$ cat src/rtl/servo_pwm_driver.sv
// servo_pwm_driver
// Takes 10-bit {channel, position} words from the serial instruction receiver,
// stores each in a per-channel shadow register, and pulses rx_reset to re-arm
// the receiver. Four servo PWM outputs share one fixed-length frame. New
// positions move from shadow to active only at a frame boundary, so a pulse
// that has started always runs to its full width.
//
// Build option: define SERVO_SLEW_EN to limit each channel's position change
// to SLEW_STEP per frame. Without it, the active position loads the shadow
// value directly.
//
// Handshake (valid/ready): instruction_ready is a level-valid from the receiver.
// A word is taken when instruction_ready is seen high in IDLE. The instruction
// bus must then hold steady until the LATCH cycle has sampled it. rx_reset is
// the receiver's acknowledge/re-arm. The level must be seen low again before
// another word is taken, so a stale level is never accepted twice. busy shows
// that a word is still being handled.
`timescale 1ns/1ps
module servo_pwm_driver #(
    parameter int TICK_DIV      = 50,
    parameter int FRAME_US      = 20000,
    parameter int MIN_US        = 1000,
    parameter int STEP_US       = 4,
    parameter int CENTER        = 128,
    parameter int RX_RST_CYCLES = 2,
    parameter int SLEW_STEP     = 4
) (
    input  logic       clk,
    input  logic       reset,
    input  logic       instruction_ready,
    input  logic [9:0] instruction,
    output logic       rx_reset,
    output logic [3:0] pwm_out,
    output logic       frame_start,
    output logic       busy,
    output logic [7:0] cmd_count
);

    localparam int PRE_W = (TICK_DIV > 1) ? $clog2(TICK_DIV) : 1;
    localparam int US_W  = (FRAME_US > 1) ? $clog2(FRAME_US) : 1;
    localparam int RX_W  = (RX_RST_CYCLES > 1) ? $clog2(RX_RST_CYCLES) : 1;

    localparam logic [PRE_W-1:0] PRE_LAST   = PRE_W'(TICK_DIV - 1);
    localparam logic [US_W-1:0]  US_LAST    = US_W'(FRAME_US - 1);
    localparam logic [RX_W-1:0]  RX_LAST    = RX_W'(RX_RST_CYCLES - 1);
    localparam logic [7:0]       CENTER_POS = 8'(CENTER);
    localparam logic [15:0]      MIN_W      = 16'(MIN_US);
    localparam logic [15:0]      STEP_W     = 16'(STEP_US);

`ifdef SERVO_SLEW_EN
    localparam logic [7:0] SLEW_LIM = 8'(SLEW_STEP);
`else
    // A full-range step makes the frame transfer a plain load of the shadow value.
    localparam logic [7:0] SLEW_LIM = 8'(SLEW_STEP) | 8'hFF;
`endif

    typedef enum logic [1:0] {
        IDLE     = 2'd0,
        LATCH    = 2'd1,
        CLEAR    = 2'd2,
        WAIT_LOW = 2'd3
    } state_t;

    // Handshake state; left visible at the top level so checkers can bind to it.
    state_t          state, state_d;
    logic [RX_W-1:0] rst_cnt, rst_cnt_d;
    logic            rx_reset_d;
    logic            latch_en;

    logic [PRE_W-1:0] presc, presc_d;
    logic [US_W-1:0]  us_cnt, us_cnt_d;

    logic [7:0] shadow   [4];
    logic [7:0] active   [4];
    logic [7:0] active_d [4];
    logic [3:0] pwm_d;

    // Move cur toward tgt by at most SLEW_LIM without overshooting or wrapping.
    function automatic logic [7:0] step_toward(input logic [7:0] cur, input logic [7:0] tgt);
        logic [7:0] diff;
        if (tgt >= cur) begin
            diff        = tgt - cur;
            step_toward = cur + ((diff > SLEW_LIM) ? SLEW_LIM : diff);
        end else begin
            diff        = cur - tgt;
            step_toward = cur - ((diff > SLEW_LIM) ? SLEW_LIM : diff);
        end
    endfunction

    // Pulse width in ticks for a position.
    function automatic logic [15:0] pulse_width(input logic [7:0] pos);
        pulse_width = MIN_W + {8'd0, pos} * STEP_W;
    endfunction

    // Handshake next state, rx_reset pulse length, and shadow-write strobe.
    always_comb begin
        state_d    = state;
        rst_cnt_d  = rst_cnt;
        rx_reset_d = 1'b0;
        latch_en   = 1'b0;
        case (state)
            IDLE: begin
                if (instruction_ready) state_d = LATCH;
            end
            LATCH: begin
                latch_en   = 1'b1;
                rx_reset_d = 1'b1;
                rst_cnt_d  = '0;
                state_d    = CLEAR;
            end
            CLEAR: begin
                if (rst_cnt == RX_LAST) begin
                    state_d = WAIT_LOW;
                end else begin
                    rx_reset_d = 1'b1;
                    rst_cnt_d  = rst_cnt + 1'b1;
                end
            end
            WAIT_LOW: begin
                if (!instruction_ready) state_d = IDLE;
            end
            default: state_d = IDLE;
        endcase
    end

    // Handshake registers, including the busy flag.
    always_ff @(posedge clk or posedge reset) begin
        if (reset) begin
            state    <= IDLE;
            rst_cnt  <= '0;
            rx_reset <= 1'b0;
            busy     <= 1'b0;
        end else begin
            state    <= state_d;
            rst_cnt  <= rst_cnt_d;
            rx_reset <= rx_reset_d;
            busy     <= (state_d != IDLE);
        end
    end

    // Shadow positions and the accepted-command counter.
    always_ff @(posedge clk or posedge reset) begin
        if (reset) begin
            for (int i = 0; i < 4; i++) shadow[i] <= CENTER_POS;
            cmd_count <= 8'd0;
        end else if (latch_en) begin
            shadow[instruction[9:8]] <= instruction[7:0];
            cmd_count                <= cmd_count + 8'd1;
        end
    end

    // Next tick prescaler value and frame position in ticks.
    always_comb begin
        presc_d  = presc + 1'b1;
        us_cnt_d = us_cnt;
        if (presc == PRE_LAST) begin
            presc_d  = '0;
            us_cnt_d = (us_cnt == US_LAST) ? '0 : us_cnt + 1'b1;
        end
    end

    // Active positions take the shadow values only while frame_start is high.
    // The PWM compare uses the position that is about to become active, so the
    // first tick of a frame already reflects the new width.
    always_comb begin
        for (int i = 0; i < 4; i++) begin
            active_d[i] = frame_start ? step_toward(active[i], shadow[i]) : active[i];
            pwm_d[i]    = (32'(us_cnt) < 32'(pulse_width(active_d[i])));
        end
    end

    // Timebase, frame marker, active positions and the PWM output register.
    always_ff @(posedge clk or posedge reset) begin
        if (reset) begin
            presc       <= '0;
            us_cnt      <= '0;
            frame_start <= 1'b0;
            pwm_out     <= '0;
            for (int i = 0; i < 4; i++) active[i] <= CENTER_POS;
        end else begin
            presc       <= presc_d;
            us_cnt      <= us_cnt_d;
            frame_start <= (presc_d == '0) && (us_cnt_d == '0);
            pwm_out     <= pwm_d;
            for (int i = 0; i < 4; i++) active[i] <= active_d[i];
        end
    end

endmodule

$ cat config.mk
export PLATFORM = sky130hd
export DESIGN_NAME = servo_pwm_driver
export DESIGN_NICKNAME = d
export VERILOG_FILES = /design/src/rtl/servo_pwm_driver.sv
export SDC_FILE = /design/constraint.sdc
export NUM_CORES = 1
export LEC_CHECK = 0
export BUFFER_PORTS_ARGS = -buffer_cell sky130_fd_sc_hd__buf_2
export CORE_UTILIZATION = 61
export DETAILED_ROUTE_END_ITERATION = 16
export GPL_TIMING_DRIVEN = 0
export PLACE_DENSITY = 0.83
export SLEW_MARGIN = 0
export SYNTH_ARGS = -nofsm -noshare
export SYNTH_HDL_FRONTEND = slang
export SYNTH_SLANG_ARGS = --single-unit
$ cat constraint.sdc
create_clock -name clk -period 8.2 [get_ports clk]
set_clock_uncertainty 0.05 [all_clocks]
set_input_delay 2.05 -clock clk [delete_from_list [all_inputs] [get_ports clk]]
set_output_delay 2.05 -clock clk [all_outputs]
set_load 0.01 [all_outputs]
# After elaboration in Yosys (flattened, before gate mapping)
# Cells that the tools add are included.
# classes
add_sub_neg	24
n_lt_le_gt_ge	18
n_eq_ne	5
n_mux	31
bitwise	1
n_reduce_logical	7
# ops
cell	n
$mux W8	17
$sub A8 B8 Y8	12
$gt A8 B8 Y1 const B	8
$lt A15 B11 Y1	4
$add A10 B10 Y11 const A	4
$add A8 B8 Y8	4
$bwmux W32	1
$ge A8 B8 Y1	4
$mux W15	2
$demux W8 S2	1
$add A15 B1 Y15 const B	1
$eq A15 B15 Y1 const B	1
$logic_not A15 Y1	1
$add A8 B1 Y8 const B	1
$pmux W2 S4	1
$add A6 B1 Y6 const B	1
$eq A6 B6 Y1 const B	1
$logic_not A6 Y1	1
$mux W2	3
$mux W6	1
$eq A2 B2 Y1 const B	2
$pmux W1 S2	2
$reduce_bool A2 Y1	2
$ge A3 B3 Y1 const B	1
other kinds (7)	10
# totals
register_bits	103
inputBits	13
out_inout_bits	15
elab_cells	103

# Logic depth before layout (Yosys ltp)
# Gate-level depths: netlist of the first run.
# logic_depth
ltp_word	8
mapped_depth	27
depth_no_buf	26

# Worst setup path after synthesis of the first run
# Ideal clock, no wire load.
# synth_timing
kind	register to register
from	reg shadow[24] in the netlist's numbering
to	reg pwm_out[0]
setup_time_ns	0.082
t_arrival_ns	5.733
required_ns	8.068
slack_ns	2.335
path_stages_with_launch	25
path_buffers	1
period_less_slack_ns	5.865
cell_sequence	dfrtp_1 -> inv_1 -> ha_1 -> inv_1 -> fa_1 -> a21oi_1 -> o21bai_1 -> o311a_1 -> o21a_1 -> nor2_1 -> clkbuf_1 -> mux2_2 -> ha_1 -> a21o_1 -> a21oi_1 -> o21ai_1 -> o41ai_1 -> nand2b_1 -> a211oi_1 -> a41o_1 -> or4_4 -> nor3b_2 -> ha_1 -> a211o_1 -> a31oi_1
# synth_lines
element	line_no	rtl
from (decl)	73	logic [7:0] shadow [4];
from (signal, indexed assignment)	147	shadow[instruction[9:8]] <= instruction[7:0];
to (signal assigned)	184	pwm_out <= pwm_d;
to (decl)	33	output logic [3:0] pwm_out,

==> results of run 1 <==
## cell families (layout without fill, tap and decap cells)
logic type	after synthesis	after routing	synth area share (%)
xor+xnor	111	111	9.728
simple gates	321	321	16.40
compound gates	251	251	16.19
flops	103	103	25.69
mux	58	58	6.262
fa+ha+maj	151	151	19.65
buf+inv	150	194	6.075
## metrics by stage
stage	hold WS [ns]	power, mW	instance area, um^2	setup slack (ns)
after CTS	0.4191	3.525	10830	1.229
final	0.4203	3.536	10830	1.089
after detailed placement	0.4019	3.046	10510	1.324
after global placement	0.4070	2.945	10480	1.456
after floorplan	0.4301	2.592	10070	2.335
after global routing	0.4615	3.836	10830	0.6604
## layout make-up
class,instances,area [um^2],area share (%)
plain buffers,31,165.2,1.525
clock buffers,11,242.7,2.241
clock inverters,5,81.33,0.7509
inverters,119,449.2,4.147
multi-input cells,892,6872,63.45
flip-flops and latches,103,2587,23.89
well taps,216,270.3,2.495
repair buffers,28,162.7,1.502
## worst paths after layout
| kind | from | to | slack (ns) | cells past startpoint |
|---|---|---|---|---|
| setup / recovery | shadow[24] | pwm_out[0] | 1.09 | 24 |
| setup reg to reg | shadow[24] | pwm_out[0] | 1.09 | 24 |
| max in group asynchronous | reset | active[23] | 5.71 | 3 |
| min in group asynchronous | reset | rx_reset | 1.66 | 2 |
| hold / removal | cmd_count[7] | cmd_count[7] | 0.42 | 1 |
| hold reg to reg | cmd_count[7] | cmd_count[7] | 0.42 | 1 |
## cell usage after synthesis (all sizes together) (12+ instances only)
library cell and count:
a21o 20, a21oi 70, buf 15, clkbuf 16, dfrtp 95, fa 12
ha 139, inv 119, mux2 37, mux2i 21, nand2 75, nand2b 15
nand3 29, nand4 12, nor2 80, nor2b 19, nor3 29, o21a 12
o21ai 59, xnor2 69, xor2 42
## power by group
part | switching (mW) | total (mW) | internal (mW)
combinational | 1.30 | 2.34 | 1.04
sequential | 0.108 | 0.730 | 0.622
clock | 0.191 | 0.467 | 0.276
## layer usage
| metal | vias up | track usage, % |
|---|---|---|
| li1 | 4093 | - |
| met3 | 40 | 2.158 |
| met2 | 225 | 48.52 |
| met1 | 4008 | 37.44 |
| met5 | - | 0 |
| met4 | 0 | 10.01 |
## state kept, by name, indices dropped and copies added, names as in the netlist
register	flops
active	32
busy	1
cmd_count	8
frame_start	1
presc	6
pwm_out	4
rst_cnt	1
rx_reset	1
shadow	32
state	2
us_cnt	15
## worst reg2reg max path, delay by kind of cell, from the launching register on
kind	cells	cell delay (ns)
buf+inv	3	0.57
simple gates	4	1.26
fa+ha+maj	4	1.11
mux	1	0.41
compound gates	12	3.20
flops	1	0.40
==> metrics.md, run 1 <==
| Metric | Value |
|---|---|
| Fmax | between 100 and 150 MHz |
| EDFF count, synth | 0 |
| Final Setup Violations | 0 |
| DP HPWL | ~18 mm |
| Critical Path AT | between 7 and 8 ns |
| Post-synth top flop | dfrtp_1 |
| Post-synth ARST share | 100.0% |
| Initial Utilization | around 63% |
| Final Non-Filler Cells | between 1,000 and 1,500 |
| Setup bufs post-CTS | 0 |
| CTS Root Cell | clkbuf_16 |
| Clk slew on worst S/H paths | approximately 0.070 ns |
| Fin nets | roughly 1,300 |
| Synthesis warning total | 0 |
| Fin. Hold Viols | 0 |
| Slew Limit Fails | 0 |
| Synth top area share | between 20% and 30% |
| Area leader, netlist | dfrtp_1 |
| Cts hold-fix bufs | 0 |
| Final core utilization | around two thirds |
| Buffer depth of the longest clock path | 2 |
| Resize count post-CTS | 0 |
| First-pass GRT wire length | approximately 38 mm |
| Row cnt | 46 |
| Met2 wire length | between 10 and 15 mm |
| CTS tree | done |
| DR WL/cell | about 16 um |
| #FFs+latches synth | 103 |
| Layout cells sized above 1 | between 10% and 20% |
| # clock sinks | 103 |
| Wire length on met1 | 10.38 mm |
| Worst hold path type | flop to flop |
| Die height | ~130 um |
| Core box area | 16,000 um^2 |
| Via/cell ratio | 5.954 |
| Period utilization | 86.72% |
| Total CTS buffers | 9 |
| Routed length on met3 | around 980 um |
| Synth unique cells | 80 |
| Crit path kind | flop to flop |
| Critical path launch point type | flop |
| Placed cell count | ~1,400 |
| Clock Latency Late Sink | 0.35 ns |
| Area contributors post-synth | dfrtp_1, ha_1, xnor2_1 |
| Via count | between 8,000 and 9,000 |
| Commonest non-fill, non-tap cell in the layout | ha_1 |
| Syn_nets | around 1,300 |
| Overall Global Routing Usage | between 20% and 30% |
| Final worst path period need | a little over 7 ns |
| Area growth syn-to-layout | 7.541% |
| Mapped Avg Cell Area | slightly below 9 um^2 |
| Req. time, crit path | around 8.4 ns |
| Crit. End Element | flop |
| Status | completed |
| N_diodes | 0 |
| DR DRC count | 0 |
| Highest metal used | met4 |
| Worst path buffer plus inverter count | 3 |
| GPL Wtd Cong | 0.8645 |
| Pwr/cell area | between 300 and 400 nW/um^2 |
| Filler cells | approximately 1,300 |
| Final antenna-violating net count | 0 |
| Vias in the first global route | 7,953 |
| Worst Tran Pin Value | roughly 1.2 ns |
| Total gr overflow | 0 |
| CP top delay family | compound AO/OA/AOI/OAI gates |
| IO Pins | 28 |
| Detailed Route Iter0 Violations | 663 |
| Final wirelength | roughly 23 mm |
| Most common cell on crit path | ha_1 |
| Cells after Synth | ~1,100 |
| RSZ-0062 raised after global routing | false |
| Crit-path slowest cell | o41ai_1 |
| Initial DRT Pass Iterations | 5 |
| Seq/Total Area, Yosys | between 20% and 30% |
| H-tree depth | 3 |
| Most frequent cells in the layout | ha_1, inv_1, dfrtp_1 |
| Initial antenna violation count | 0 |
| Synth Cell Area | 10,070 um^2 |
| Buffers on Ports | 27 |
| Max-cap violations | 0 |
| Slew headroom | around 19% |
| CP max FO | 10 |
| Critical-path cell list | inv_1, ha_1, inv_1, fa_1, a21oi_1, o21bai_1, o311a_1, o21a_1, nor2_1, clkbuf_1, mux2_2, ha_1, a21o_1, a21oi_1, o21ai_1, o41ai_1, nand2b_1, a211oi_1, a41o_1, or4_4, nor3b_2, ha_1, a211o_1, a31oi_1 |
| Worst VDD drop | roughly 0.15 mV |
| Setup TNS | 0 ns |
| DIE WIDTH | ~130 um |
| Pin count of the biggest net entering global routing | 70 |
| LEAKAGE | 5.171 nW |
| Largest stage delay on the critical path | approximately 0.96 ns |
| Total die area | 17,030 um^2 |
Power figures use the tool's default switching activity.
==> inputs of run 2 (changes only) <==
PLACE_DENSITY = 0.78   (was 0.83)
==> metrics.md, run 2 (synthesized netlist as in run 1, its figures left out) <==
| Metric | Value |
|---|---|
| LEAKAGE | 5.160 nW (-0.21%) |
| DP HPWL | 17.41 mm (-2.0%) |
| Status | completed |
| CTS Root Cell | clkbuf_16 |
| Sequential Area | 2587 um^2 (unchanged) |
| Fin Hold WS | 0.4447 ns (+0.02439 ns) |
| # clock sinks | 103 (unchanged) |
| Fin nets | 1,348 (unchanged) |
| Overall Global Routing Usage | 27.90% (-0.32 points) |
| Slew Limit Fails | 0 (unchanged) |
| Fmax | 146.5 MHz (+4.2%) |
| Critical path launch point type | flop |
| Final Setup Violations | 0 (unchanged) |
| Final antenna-violating net count | 0 (unchanged) |
| Most frequent cells in the layout | ha_1, inv_1, dfrtp_1 |
| DIE WIDTH | 130.5 um (unchanged) |
| Fin. Hold Viols | 0 (unchanged) |
| Final wirelength | 22.65 mm (-1.6%) |
| Final worst path period need | 6.825 ns (-0.2862 ns) |
| Row cnt | 46 (unchanged) |
| Crit. End Element | flop |
| Biggest regs | active x32, shadow x32, us_cnt x15 |
| CP max FO | 10 (unchanged) |
| Internal | 1.915 mW (-1.3%) |
| Initial DRT Pass Iterations | 5 (unchanged) |
| Critical Path Sink | pwm_out[0] |
| IO Pins | 28 (unchanged) |
| Pwr/cell area | 322.6 nW/um^2 (-1.2%) |
| Most common cell on crit path | ha_1 |
| Crit. Startpoint | shadow[24] |
| DR DRC count | 0 (unchanged) |
| Pin count of the biggest net entering global routing | 65 (-7.1%) |
| P_sw | 1.570 mW (-1.5%) |
| H-tree depth | 3 (unchanged) |
| R2r setup slk | 1.38 ns (+0.29 ns) |
| Crit path kind | flop to flop |
| Slew headroom | 27.89% (+8.5 points) |
| CTS tree | done |
| Setup TNS | 0 ns (unchanged) |
| Req. time, crit path | 8.41 ns (+0.04 ns) |
| Layout cells sized above 1 | 9.933% (-0.076 points) |
| Crit-path slowest cell | o41ai_1 |
| Die height | 130.5 um (unchanged) |
| Initial Utilization | 62.94% (unchanged) |
| Vias in the first global route | 7,882 (-0.89%) |
| Total die area | 17,030 um^2 (unchanged) |
| Filler cells | 1,334 (+0.53%) |
| Max-cap violations | 0 (unchanged) |
| Commonest non-fill, non-tap cell in the layout | ha_1 |
| R2R depth | 24 (unchanged) |
| Largest stage delay on the critical path | 0.88 ns (-0.08 ns) |
| Via count | 8,202 (-2.0%) |
| Buffers on Ports | 27 (unchanged) |
| Worst hold path type | flop to flop |
| Core box area | 16,000 um^2 (unchanged) |
| Setup bufs post-CTS | 0 (unchanged) |
| Critical Path AT | 7.03 ns (-0.25 ns) |
| Combinational Power Share | 66.7% (+0.6 points) |
| Critical-path cell list | inv_1, ha_1, inv_1, fa_1, a21oi_1, o21bai_1, o311a_1, o21a_1, nor2_1, clkbuf_1, mux2_2, ha_1, a21o_1, a21oi_1, o21ai_1, o41ai_1, nand2b_1, a211oi_1, a41o_1, or4_4, nor3b_2, ha_1, a211o_1, a31oi_1 |
| Worst Tran Pin Value | 1.068 ns (-0.1254 ns) |
| Buffer depth of the longest clock path | 2 (unchanged) |
| Tot Pwr | 3.486 mW (-1.4%) |
| N_diodes | 0 (unchanged) |
| Reg power frac | 20.9% (+0.2 points) |
| Clk slew on worst S/H paths | 0.07 ns (about the same) |
| GPL Wtd Cong | 0.8987 (+4.0%) |
| Part of the power in the clock network | 12.5% (-0.7 points) |
| First-pass GRT wire length | 37.64 mm (-0.64%) |
| RR Endpoint | pwm_out[0] |
| Cts hold-fix bufs | 0 (unchanged) |
| Detailed Route Iter0 Violations | 487 (-27%) |
| Net Sw Frac | 45.05% (-0.055 points) |
| DR WL/cell | 16.14 um (-1.5%) |
| Worst VDD drop | 0.1607 mV (+9.2%) |
| Total CTS buffers | 9 (unchanged) |
| Clock Latency Late Sink | 0.35 ns (about the same) |
| Resize count post-CTS | 0 (unchanged) |
| Initial antenna violation count | 0 (unchanged) |
| RSZ-0062 raised after global routing | false |
| Area growth syn-to-layout | 7.293% |
| RR Startpoint | shadow[24] |
| Via/cell ratio | 5.842 (-1.9%) |
| Period utilization | 83.23% (-3.5 points) |
| Multi-input logic area | 6872 um^2 (unchanged) |
| Total gr overflow | 0 (unchanged) |
## run 2: how the worst min path moves through the flow
| stage | startpoint | endpoint | slack [ns] | depth (start not counted) |
|---|---|---|---|---|
| 4_1_cts | cmd_count[7] | cmd_count[7] | 0.45 | 1 |
| 2_1_floorplan | presc[0] | presc[0] | 0.43 | 1 |
| 5_1_grt | cmd_count[7] | cmd_count[7] | 0.47 | 1 |
| 6_report | cmd_count[7] | cmd_count[7] | 0.44 | 1 |
| 3_5_place_dp | cmd_count[6] | cmd_count[6] | 0.43 | 1 |
| 3_3_place_gp | cmd_count[7] | cmd_count[7] | 0.41 | 1 |
## run 2: worst max-delay path, delay by kind of cell (launching register included)
family	cells	cell delay, ns
AO/OA/AOI/OAI	12	2.99
adder cells (fa/ha/maj)	4	1.07
buffers and inverters	3	0.59
flip-flops	1	0.41
multiplexers	1	0.41
AND/OR/NAND/NOR	4	1.21
## run 2: cell type report
type,count,area share [%]
Buffer,31,1.528
Clock buffer,12,2.374
Tap cell,216,2.501
Inverter,119,4.157
Clock inverter,3,0.3937
Multi-Input combinational cell,892,63.59
Sequential cell,103,23.95
Timing Repair Buffer,28,1.505
## run 2: per-layer routing
layer  track usage, %  routed length [um]
met1            37.96               10660
met2            47.40               10670
met3            2.443                 866
met4            8.181                 459
met5                0                   0
## run 2: power by group through the flow
stage	clock, mW	sequential [mW]	combinational, mW
floorplan	0	0.714	1.88
global placement	0	0.730	2.23
detailed placement	0	0.733	2.29
CTS	0.438	0.726	2.31
global route	0.461	0.744	2.60
finish	0.435	0.727	2.32
## run 2: per-stage QoR
step	std cells	setup WS, ns	utilization (%)	area [um^2]
after floorplan	1145	2.335	-	10070
final	1404	1.375	67.53	10810
after global placement	1388	1.623	65.48	10480
after detailed placement	1389	1.545	65.66	10510
after CTS	1404	1.411	67.53	10810
after global routing	1404	0.9265	67.53	10810
